**config.mk**
```make
export PLATFORM = sky130hd
export DESIGN_NAME = conv_window_reader_flat
export DESIGN_NICKNAME = d
export VERILOG_FILES = /design/src/rtl/conv_window_reader_pkg.sv /design/src/rtl/conv_window_reader_if.sv /design/src/rtl/conv_window_reader_win_addr_gen.sv /design/src/rtl/conv_window_reader.sv /design/src/flat_wrapper.sv
export SDC_FILE = /design/constraint.sdc
export NUM_CORES = 1
export LEC_CHECK = 0
export ABC_AREA = 1
export BUFFER_PORTS_ARGS = -buffer_cell sky130_fd_sc_hd__clkbuf_2
export CAP_MARGIN = 20
export CORE_MARGIN = 3
export CORE_UTILIZATION = 35
export DETAILED_ROUTE_END_ITERATION = 8
export HOLD_SLACK_MARGIN = 0.1
export PLACE_DENSITY_LB_ADDON = 0.15
export SETUP_SLACK_MARGIN = 0.1
export SLEW_MARGIN = 20
export SYNTH_ARGS = -nofsm -noshare
export SYNTH_HDL_FRONTEND = slang
export SYNTH_SLANG_ARGS = --single-unit
```
**constraint.sdc**
```tcl
create_clock -name clk -period 9.6 [get_ports clk]
set_clock_uncertainty 0.2 [all_clocks]
set_input_delay 0.48 -clock clk [delete_from_list [all_inputs] [get_ports clk]]
set_output_delay 0.48 -clock clk [all_outputs]
set_load 0.05 [all_outputs]
```
**src/rtl/conv_window_reader_pkg.sv**
```systemverilog
// Shared definitions for the convolution window reader: kernel geometry,
// FSM state encoding and the tap-index to window-offset mapping.
package conv_pkg;

  localparam int unsigned KSIZE = 3;
  localparam int unsigned KTAPS = KSIZE * KSIZE;

  typedef enum logic [1:0] {
    IDLE,
    FETCH,
    OUT,
    DONE
  } state_t;

  typedef struct packed {
    logic [1:0] di;
    logic [1:0] dj;
  } tap_off_t;

  // Tap k of a row-major 3x3 window sits at (k/3, k%3) from its top-left pixel.
  function automatic tap_off_t tap_offset(input logic [3:0] k);
    tap_off_t o;
    o.di = 2'(k / 4'(KSIZE));
    o.dj = 2'(k % 4'(KSIZE));
    return o;
  endfunction

endpackage

```
**src/rtl/conv_window_reader_if.sv**
```systemverilog
// RAM read port and window output stream of the convolution window reader.
interface conv_window_reader_if
  import conv_pkg::*;
#(
  parameter int unsigned N = 8,
  parameter int unsigned M = 10
);

  logic                 ram_rd;
  logic [M-1:0]         ram_adr;
  logic [N-1:0]         ram_data;
  logic                 win_valid;
  logic                 win_ready;
  logic [KTAPS*N-1:0]   win_data;
  logic [M-1:0]         out_row;
  logic [M-1:0]         out_col;

  modport master (
    output ram_rd, ram_adr, win_valid, win_data, out_row, out_col,
    input  ram_data, win_ready
  );

  modport slave (
    input  ram_rd, ram_adr, win_valid, win_data, out_row, out_col,
    output ram_data, win_ready
  );

endinterface

```
**src/rtl/conv_window_reader_win_addr_gen.sv**
```systemverilog
// Window position / tap counters and the RAM address multiply-add for the
// tap currently being fetched.
module win_addr_gen
  import conv_pkg::*;
#(
  parameter int unsigned M = 10,
  parameter int unsigned P = 28
) (
  input  logic         clk,
  input  logic         rst,
  input  logic         clear,
  input  logic         step,
  input  logic         advance,
  output logic [M-1:0] row,
  output logic [M-1:0] col,
  output logic [M-1:0] adr,
  output logic [3:0]   k,
  output logic         last_tap,
  output logic         last_win
);

  localparam logic [M-1:0] PM   = M'(P);
  localparam logic [M-1:0] EDGE = M'(P - KSIZE);

  tap_off_t     off;
  logic [M-1:0] tap_row;

  always_comb begin
    off      = tap_offset(k);
    tap_row  = row + M'(off.di);
    adr      = tap_row * PM + col + M'(off.dj);
    last_tap = (k == 4'(KTAPS - 1));
    last_win = (row == EDGE) && (col == EDGE);
  end

  always_ff @(posedge clk) begin
    if (rst || clear) begin
      row <= '0;
      col <= '0;
      k   <= '0;
    end else begin
      if (step) begin
        k <= last_tap ? '0 : k + 4'd1;
      end
      if (advance) begin
        k <= '0;
        if (col == EDGE) begin
          col <= '0;
          row <= row + M'(1);
        end else begin
          col <= col + M'(1);
        end
      end
    end
  end

endmodule

```
**src/rtl/conv_window_reader.sv**
```systemverilog
// Sweeps a 3x3 window over a PxP image held in RAM, fetching nine pixels per
// position and presenting the packed window over a valid/ready handshake.
module conv_window_reader
  import conv_pkg::*;
#(
  parameter int unsigned N = 8,
  parameter int unsigned M = 10,
  parameter int unsigned P = 28
) (
  input  logic                  clk,
  input  logic                  rst,
  input  logic                  start,
  conv_window_reader_if.master  bus,
  output logic                  busy,
  output logic                  done
);

  state_t       state;
  logic [M-1:0] row;
  logic [M-1:0] col;
  logic [M-1:0] adr;
  logic [3:0]   k;
  logic         last_tap;
  logic         last_win;
  logic         clear;
  logic         step;
  logic         accept;
  logic         advance;

  always_comb begin
    clear   = (state == IDLE) && start;
    step    = (state == FETCH);
    accept  = (state == OUT) && bus.win_ready;
    advance = accept && !last_win;
  end

  win_addr_gen #(
    .M (M),
    .P (P)
  ) u_addr (
    .clk      (clk),
    .rst      (rst),
    .clear    (clear),
    .step     (step),
    .advance  (advance),
    .row      (row),
    .col      (col),
    .adr      (adr),
    .k        (k),
    .last_tap (last_tap),
    .last_win (last_win)
  );

  // ram_rd is a registered FETCH flag; the address follows the live tap counter.
  assign bus.ram_adr = bus.ram_rd ? adr : '0;

  always_ff @(posedge clk) begin
    if (rst) begin
      state         <= IDLE;
      bus.ram_rd    <= 1'b0;
      bus.win_valid <= 1'b0;
      bus.win_data  <= '0;
      bus.out_row   <= '0;
      bus.out_col   <= '0;
      busy          <= 1'b0;
      done          <= 1'b0;
    end else begin
      case (state)
        IDLE: begin
          if (start) begin
            state      <= FETCH;
            bus.ram_rd <= 1'b1;
            busy       <= 1'b1;
          end
        end
        FETCH: begin
          for (int unsigned t = 0; t < KTAPS; t++) begin
            if (k == 4'(t)) bus.win_data[N*t +: N] <= bus.ram_data;
          end
          if (last_tap) begin
            state         <= OUT;
            bus.ram_rd    <= 1'b0;
            bus.win_valid <= 1'b1;
            bus.out_row   <= row;
            bus.out_col   <= col;
          end
        end
        OUT: begin
          if (bus.win_ready) begin
            bus.win_valid <= 1'b0;
            if (last_win) begin
              state <= DONE;
              busy  <= 1'b0;
              done  <= 1'b1;
            end else begin
              state      <= FETCH;
              bus.ram_rd <= 1'b1;
            end
          end
        end
        DONE: begin
          done  <= 1'b0;
          state <= IDLE;
        end
        default: state <= IDLE;
      endcase
    end
  end

endmodule

```
**src/flat_wrapper.sv**
```systemverilog
// flat-port wrapper written by rule: the top's interface ports become plain ports
module conv_window_reader_flat import conv_pkg::*;
#(
  parameter int unsigned N = 8,
  parameter int unsigned M = 10,
  parameter int unsigned P = 28
)
  (clk, rst, start, busy, done, bus_ram_rd, bus_ram_adr, bus_win_valid, bus_win_data, bus_out_row, bus_out_col, bus_ram_data, bus_win_ready);
  conv_window_reader_if #(.N(N), .M(M)) bus_i ();
  input  logic clk;
  input  logic rst;
  input  logic start;
  output logic busy;
  output logic done;
  output wire logic [$bits(bus_i.ram_rd)-1:0] bus_ram_rd;
  output wire logic [$bits(bus_i.ram_adr)-1:0] bus_ram_adr;
  output wire logic [$bits(bus_i.win_valid)-1:0] bus_win_valid;
  output wire logic [$bits(bus_i.win_data)-1:0] bus_win_data;
  output wire logic [$bits(bus_i.out_row)-1:0] bus_out_row;
  output wire logic [$bits(bus_i.out_col)-1:0] bus_out_col;
  input wire logic [$bits(bus_i.ram_data)-1:0] bus_ram_data;
  input wire logic [$bits(bus_i.win_ready)-1:0] bus_win_ready;
  assign bus_ram_rd = bus_i.ram_rd;
  assign bus_ram_adr = bus_i.ram_adr;
  assign bus_win_valid = bus_i.win_valid;
  assign bus_win_data = bus_i.win_data;
  assign bus_out_row = bus_i.out_row;
  assign bus_out_col = bus_i.out_col;
  assign bus_i.ram_data = bus_ram_data;
  assign bus_i.win_ready = bus_win_ready;
  conv_window_reader #(.N(N), .M(M), .P(P)) u_core (.clk(clk), .rst(rst), .start(start), .bus(bus_i), .busy(busy), .done(done));
endmodule
```
; ---- After elaboration in Yosys (flattened, before gate mapping)
; Cells that the tools add are included.
[totals]
register_bits = 122
output_inout_bits = 106
[op_classes]
n_mux = 22
eq_ne = 18
n_div = 2
n_mul = 1
reduce_logical = 28
add_sub_neg = 6
[ops]
columns = cell, n
row1 = $add A10 B1 Y10 const B, 2
row2 = $add A10 B2 Y10, 2
row3 = $eq A10 B5 Y1 const B, 2
row4 = $mux W10, 2
row5 = $reduce_and A2 Y1, 10
row6 = $eq A4 B3 Y1 const B, 4
row7 = $add A10 B10 Y10, 1
row8 = $mul A10 B3 Y8 const B, 1
row9 = $mux W1, 10
row10 = $reduce_and A3 Y1, 3
row11 = $eq A4 B2 Y1 const B, 2
row12 = $mux W2, 4
row13 = $ne A2 B2 Y1 const B, 4
row14 = $pmux W2 S4, 1
row15 = $pmux W1 S2, 3
row16 = $reduce_bool A2 Y1, 3
row17 = $reduce_and A5 Y1, 1
row18 = $add A4 B1 Y4 const B, 1
row19 = $div A4 B2 Y4 const B, 1
row20 = $eq A2 B2 Y1 const B, 2
row21 = $eq A4 B1 Y1 const B, 1
row22 = $eq A4 B4 Y1 const B, 1
row23 = $logic_and A1 B1 Y1, 4
row24 = $logic_not A4 Y1, 1
row25 = 11 further kinds, 11

; ---- Logic depth before layout (Yosys ltp)
[depth]
word_depth = 6
ltp_mapped = 33

; ---- Modules after synthesis
; A second synthesis with hierarchy kept.
[hier_totals]
cells_unflattened = 834
hier_area_um2 = 6168.4
[modules_own_cells]
columns = module, area_per_inst_um2, seq_area_each_um2, instances, cells_each
row1 = conv_window_reader, 3777.4, 1961.9, 1, 497
row2 = win_addr_gen, 2391.0, 480.5, 1, 337

; ---- Worst setup path after synthesis
; OpenSTA, ideal clock, no wires.
[synth_timing]
kind = flip-flop to output port
start = register u_core.u_addr.k[2]
end = output bus_ram_adr[8]
required_time_ps = 8920
path_buffers = 0
stages_incl_launch_ff = 31
slack_ps = 3628
arrival_ps = 5292
cell_sequence = dfxtp_1 inv_2 nor2_4 ha_1 inv_1 ha_1 nand2_2 xor2_1 ha_1 nor2_4 inv_1 ha_1 inv_1 fa_1 xnor2_1 inv_1 xor2_1 inv_1 ha_1 ha_1 nand2_1 nand2_1 a31oi_1 xor2_1 inv_1 ha_1 inv_1 o31a_1 nand3_1 nand2_1 nor2_1
[synth_between]
elab_chain_cells = 6
word_cells_on_any_way = 7
classes_between = 3 x add/sub / 1 x mul / 2 x div / 1 x mux
[synth_rtl]
columns = item, line_no
row1 = start: declaration, conv_window_reader_win_addr_gen.sv:17  ; output logic [3:0] k,
row2 = start signal: assignment, conv_window_reader_win_addr_gen.sv:43  ; k <= last_tap ? '0 : k + 4'd1;
row3 = $div A4 B2 Y4, conv_window_reader_pkg.sv:23  ; o.di = 2'(k / 4'(KSIZE));
row4 = $add A10 B2 Y10, conv_window_reader_win_addr_gen.sv:30  ; tap_row = row + M'(off.di);
row5 = $mul A10 B3 Y8, conv_window_reader_win_addr_gen.sv:31  ; adr = tap_row * PM + col + M'(off.dj);
row6 = $add A10 B10 Y10, conv_window_reader_win_addr_gen.sv:31
row7 = $add A10 B2 Y10 (*), conv_window_reader_win_addr_gen.sv:31
row8 = $mux W10 (*), conv_window_reader.sv:55  ; assign bus.ram_adr = bus.ram_rd ? adr : '0;
row9 = end: declaration, flat_wrapper.sv:16  ; output wire logic [$bits(bus_i.ram_adr)-1:0] bus_ram_adr;
; Mark *: on every way between the ends. The rest lies on a longest branch, timed or not.

; ---- Worst setup path in the final report
[layout_timing]
start = register u_core.u_addr.k[2]
end = output bus_ram_adr[9]
; Same word-level chain as after synthesis.

==> out/metrics.yaml <==
routing:
  ant_nets: 0
  num_vias: 5517
  vias_per_cell: 4.78
  drc_errors: 0
  drt_pass1_iterations: 5
  drt-initial-drc-count: 353
  routed_wl_um: 16800
  avgRoutedWirePerCell_um: 14.5
grt:
  antenna_found_initial: 0
  track_usage_pct: 18.0
  grt-ovfl-total: 0
  grt_pass1_wl_um: 28300
  grt_pass1_vias: 5432
  grt_max_degree: 85
clock_network:
  worstSkewPairLatency_ps: 410
  cts_sinks: 122
  cts_buffer_depth: 2
  cts.htree.levels: 4
  ctsResizeCount: 0
  postCtsSetupBuffers: 0
  clkTransAtPathRegs_ps: 60
  holdBufCountCts: 0
  numCtsBuffers: 17
  cts-root-buf: "clkbuf_16"
  cts_tree: "done"
critical_path:
  end_kind: "output pin"
  cpMaxStageDelayCell: "dfxtp_1"
  cpPeakStageDelay_ps: 410
  cp_common_cell: "ha_1"
  start_kind: "flop"
  worstSetupPathType: "flop to output pin"
  worst-path-max-fanout: 5
  cp.arrival_ps: 5860
  critPathRequiredTime_ps: 8920
timing:
  rsz0062_at_grt: "false"
  setup_violations: 0
  min_period_ps: 6540
  tns_ps: 0
  fmaxAchievable_ghz: 0.153
  setup_slack_ps: 3060
  worst_pin_slew_ps: 967
  finalMaxSlewViolations: 0
  period_share_pct: 68.1
  hold_viol: 0
  slew_headroom_pct: 35.4
synthesis:
  ys_seq_area_share_pct: 40.0
  synth_top_family_by_area: "simple AND/OR/NAND/NOR gates"
  synth_edf_count: 0
  yosys_warnings: 0
  synth_mux_area_share_pct: 0
  ys_ff_latch: 122
  synth-simple-area-share_pct: 26.0
  synth-compound-area-share_pct: 15.3
  ys_types: 45
  synth_xor_xnor_area_share_pct: 3.58
  synth_ff_type: "dfxtp_1"
  synthAdderAreaFrac_pct: 7.98
  synth_area_um2: 6110
  yosysTopAreaCell: "dfxtp_1"
  syn_inst: 814
  synth_top_area_share_pct: 40.0
  postSynthNetCount: 862
  avgSynthCellArea_um2: 7.51
  synthArstFlopShare_pct: 0
  netlist_top_cells_area: "dfxtp_1 40%, nor2_1 11%, o21ai_0 8.4%, ha_1 6.3%, nand2_1 5.5%"
job:
  maxCapViolations: 0
finish:
  layout.nets: 971
  drive_gt1_share_pct: 20.7
  utilization_pct: 44.5
  design_area_um2: 7490
  area_delta_synth_final_pct: 22.6
  insertedDiodeCount: 0
place:
  place_area_um2: 6860
  portBuffers: 117
  hpwl_um: 12100
  pre_cts_ws_ps: 3450
  gp_congestion: 0.872
power_and_ir_drop:
  switching_share_pct: 28.3
  p_clk_share_pct: 49.0
  p_comb_share_pct: 12.4
  power.internal_mw: 1.01
  pwr_density_cell_nw_per_um2: 188
  netSwitchingPower_mw: 0.398
  max-vdd-ir-drop_uv: 119
  power_frac_seq_pct: 38.6
  leakagePower_nw: 3.52
run_status:
  status: "finished, final reports clean"
die:
  dieArea_um2: 19100
  die_w_um: 138
  coreArea_um2: 16800
  die_y_um: 138
  start_util_pct: 36.3
  io_pins: 118
  num_rows: 47
worst_hold_path:
  hp-class: "input pin to flop"
cell families after synthesis:
kind of cell / Yosys count
AO/OA/AOI/OAI: 176
buffers and inverters: 109
XOR/XNOR: 25
flip-flops: 122
AND/OR/NAND/NOR: 346
adder cells (fa/ha/maj): 36
area by class of cell:
class | instances | area (um^2)
Multi-Input combinational cell | 583 | 3240
Tap cell | 220 | 275
Inverter | 81 | 314
Timing Repair Buffer | 118 | 593
Clock buffer | 18 | 439
Fill cell | 1751 | 9330
Clock inverter | 13 | 193
Sequential cell | 122 | 2440
path summary, 6_finish.rpt:
check	startpoint	end	slack, ps	depth (start not counted)
worst min-delay path	bus_win_ready	u_core.done	170	3
worst min register to register	u_core.done	u_core.done	260	2
worst max-delay path	u_core.u_addr.k[2]	bus_ram_adr[9]	3060	32
worst max register to register	u_core.state[0]	u_core.bus.win_data[69]	6710	7
routing by layer:
metal	vias to the layer above	share of wire (%)	wire, um	track usage, %
met5	-	0	0	0
met4	0	1.4	238	5.30
met3	21	5.9	998	4.66
met2	146	44	7470	28.3
met1	2472	48	8080	24.5
li1	2878	-	-	-
placed cells by master, fill, tap and decap left out, types with 2 or more instances in the layout:
cell type	Yosys	layout
nand2_4	2	2
clkinv_4	0	3
inv_1	68	67
clkbuf_2	1	117
nand4_1	5	5
nand2_2	3	3
nor2_1	175	175
nor2_2	8	7
o31ai_1	2	2
inv_6	0	3
a21oi_1	54	54
nor4_1	3	3
nand3_1	31	31
bufinv_16	0	4
clkbuf_16	0	17
dfxtp_1	122	122
a21o_1	2	2
inv_2	10	11
o21ai_1	2	2
o21ai_0	102	102
fa_1	5	5
nor3_1	12	12
o21bai_1	2	2
clkinvlp_4	0	2
xnor2_1	2	2
nor3_4	4	4
nand3_2	3	3
xor2_1	23	23
nand2_8	2	2
a31oi_1	2	2
nor2_4	4	5
o21a_1	3	3
nand2_1	90	90
ha_1	31	31
a21oi_2	2	2
synthesized netlist by cell type (5+ instances only):
| library cell | count |
|---|---|
| nor2_1 | 175 |
| dfxtp_1 | 122 |
| o21ai_0 | 102 |
| nand2_1 | 90 |
| inv_1 | 68 |
| a21oi_1 | 54 |
| ha_1 | 31 |
| nand3_1 | 31 |
| xor2_1 | 23 |
| clkbuf_1 | 19 |
| nor3_1 | 12 |
| inv_2 | 10 |
| nor2_2 | 8 |
| fa_1 | 5 |
| nand4_1 | 5 |
flip-flops by register name, indices dropped and copies added (netlist names):
register,cells
u_core.bus.win_data,72
u_core.bus.out_col,10
u_core.bus.out_row,10
u_core.u_addr.col,10
u_core.u_addr.row,10
u_core.u_addr.k,4
u_core.state,2
u_core.bus.ram_rd,1
u_core.bus.win_valid,1
u_core.busy,1
u_core.done,1
through the flow:
step	cells	power [mW]	hold WS (ps)
floorplan	814	0.684	244
detailed placement	1124	0.729	256
global route	1155	1.46	175
global placement	1124	0.729	255
CTS	1155	1.42	160
finish	1155	1.41	170
worst max-delay path: cells and delay by family (launching register included):
family | cells | cell delay (ps)
fa+ha+maj | 8 | 2110
xor+xnor | 4 | 930
simple gates | 9 | 850
buf+inv | 8 | 750
flops | 1 | 410
compound gates | 3 | 400
power by group through the flow:
stage | clock, mW | sequential, mW | combinational [mW]
floorplan | 0 | 0.596 | 0.0878
CTS | 0.701 | 0.543 | 0.175
detailed placement | 0 | 0.554 | 0.175
finish | 0.688 | 0.543 | 0.174
global route | 0.724 | 0.546 | 0.189
global placement | 0 | 0.554 | 0.175
No activity file was read; power rests on OpenSTA's default activity.
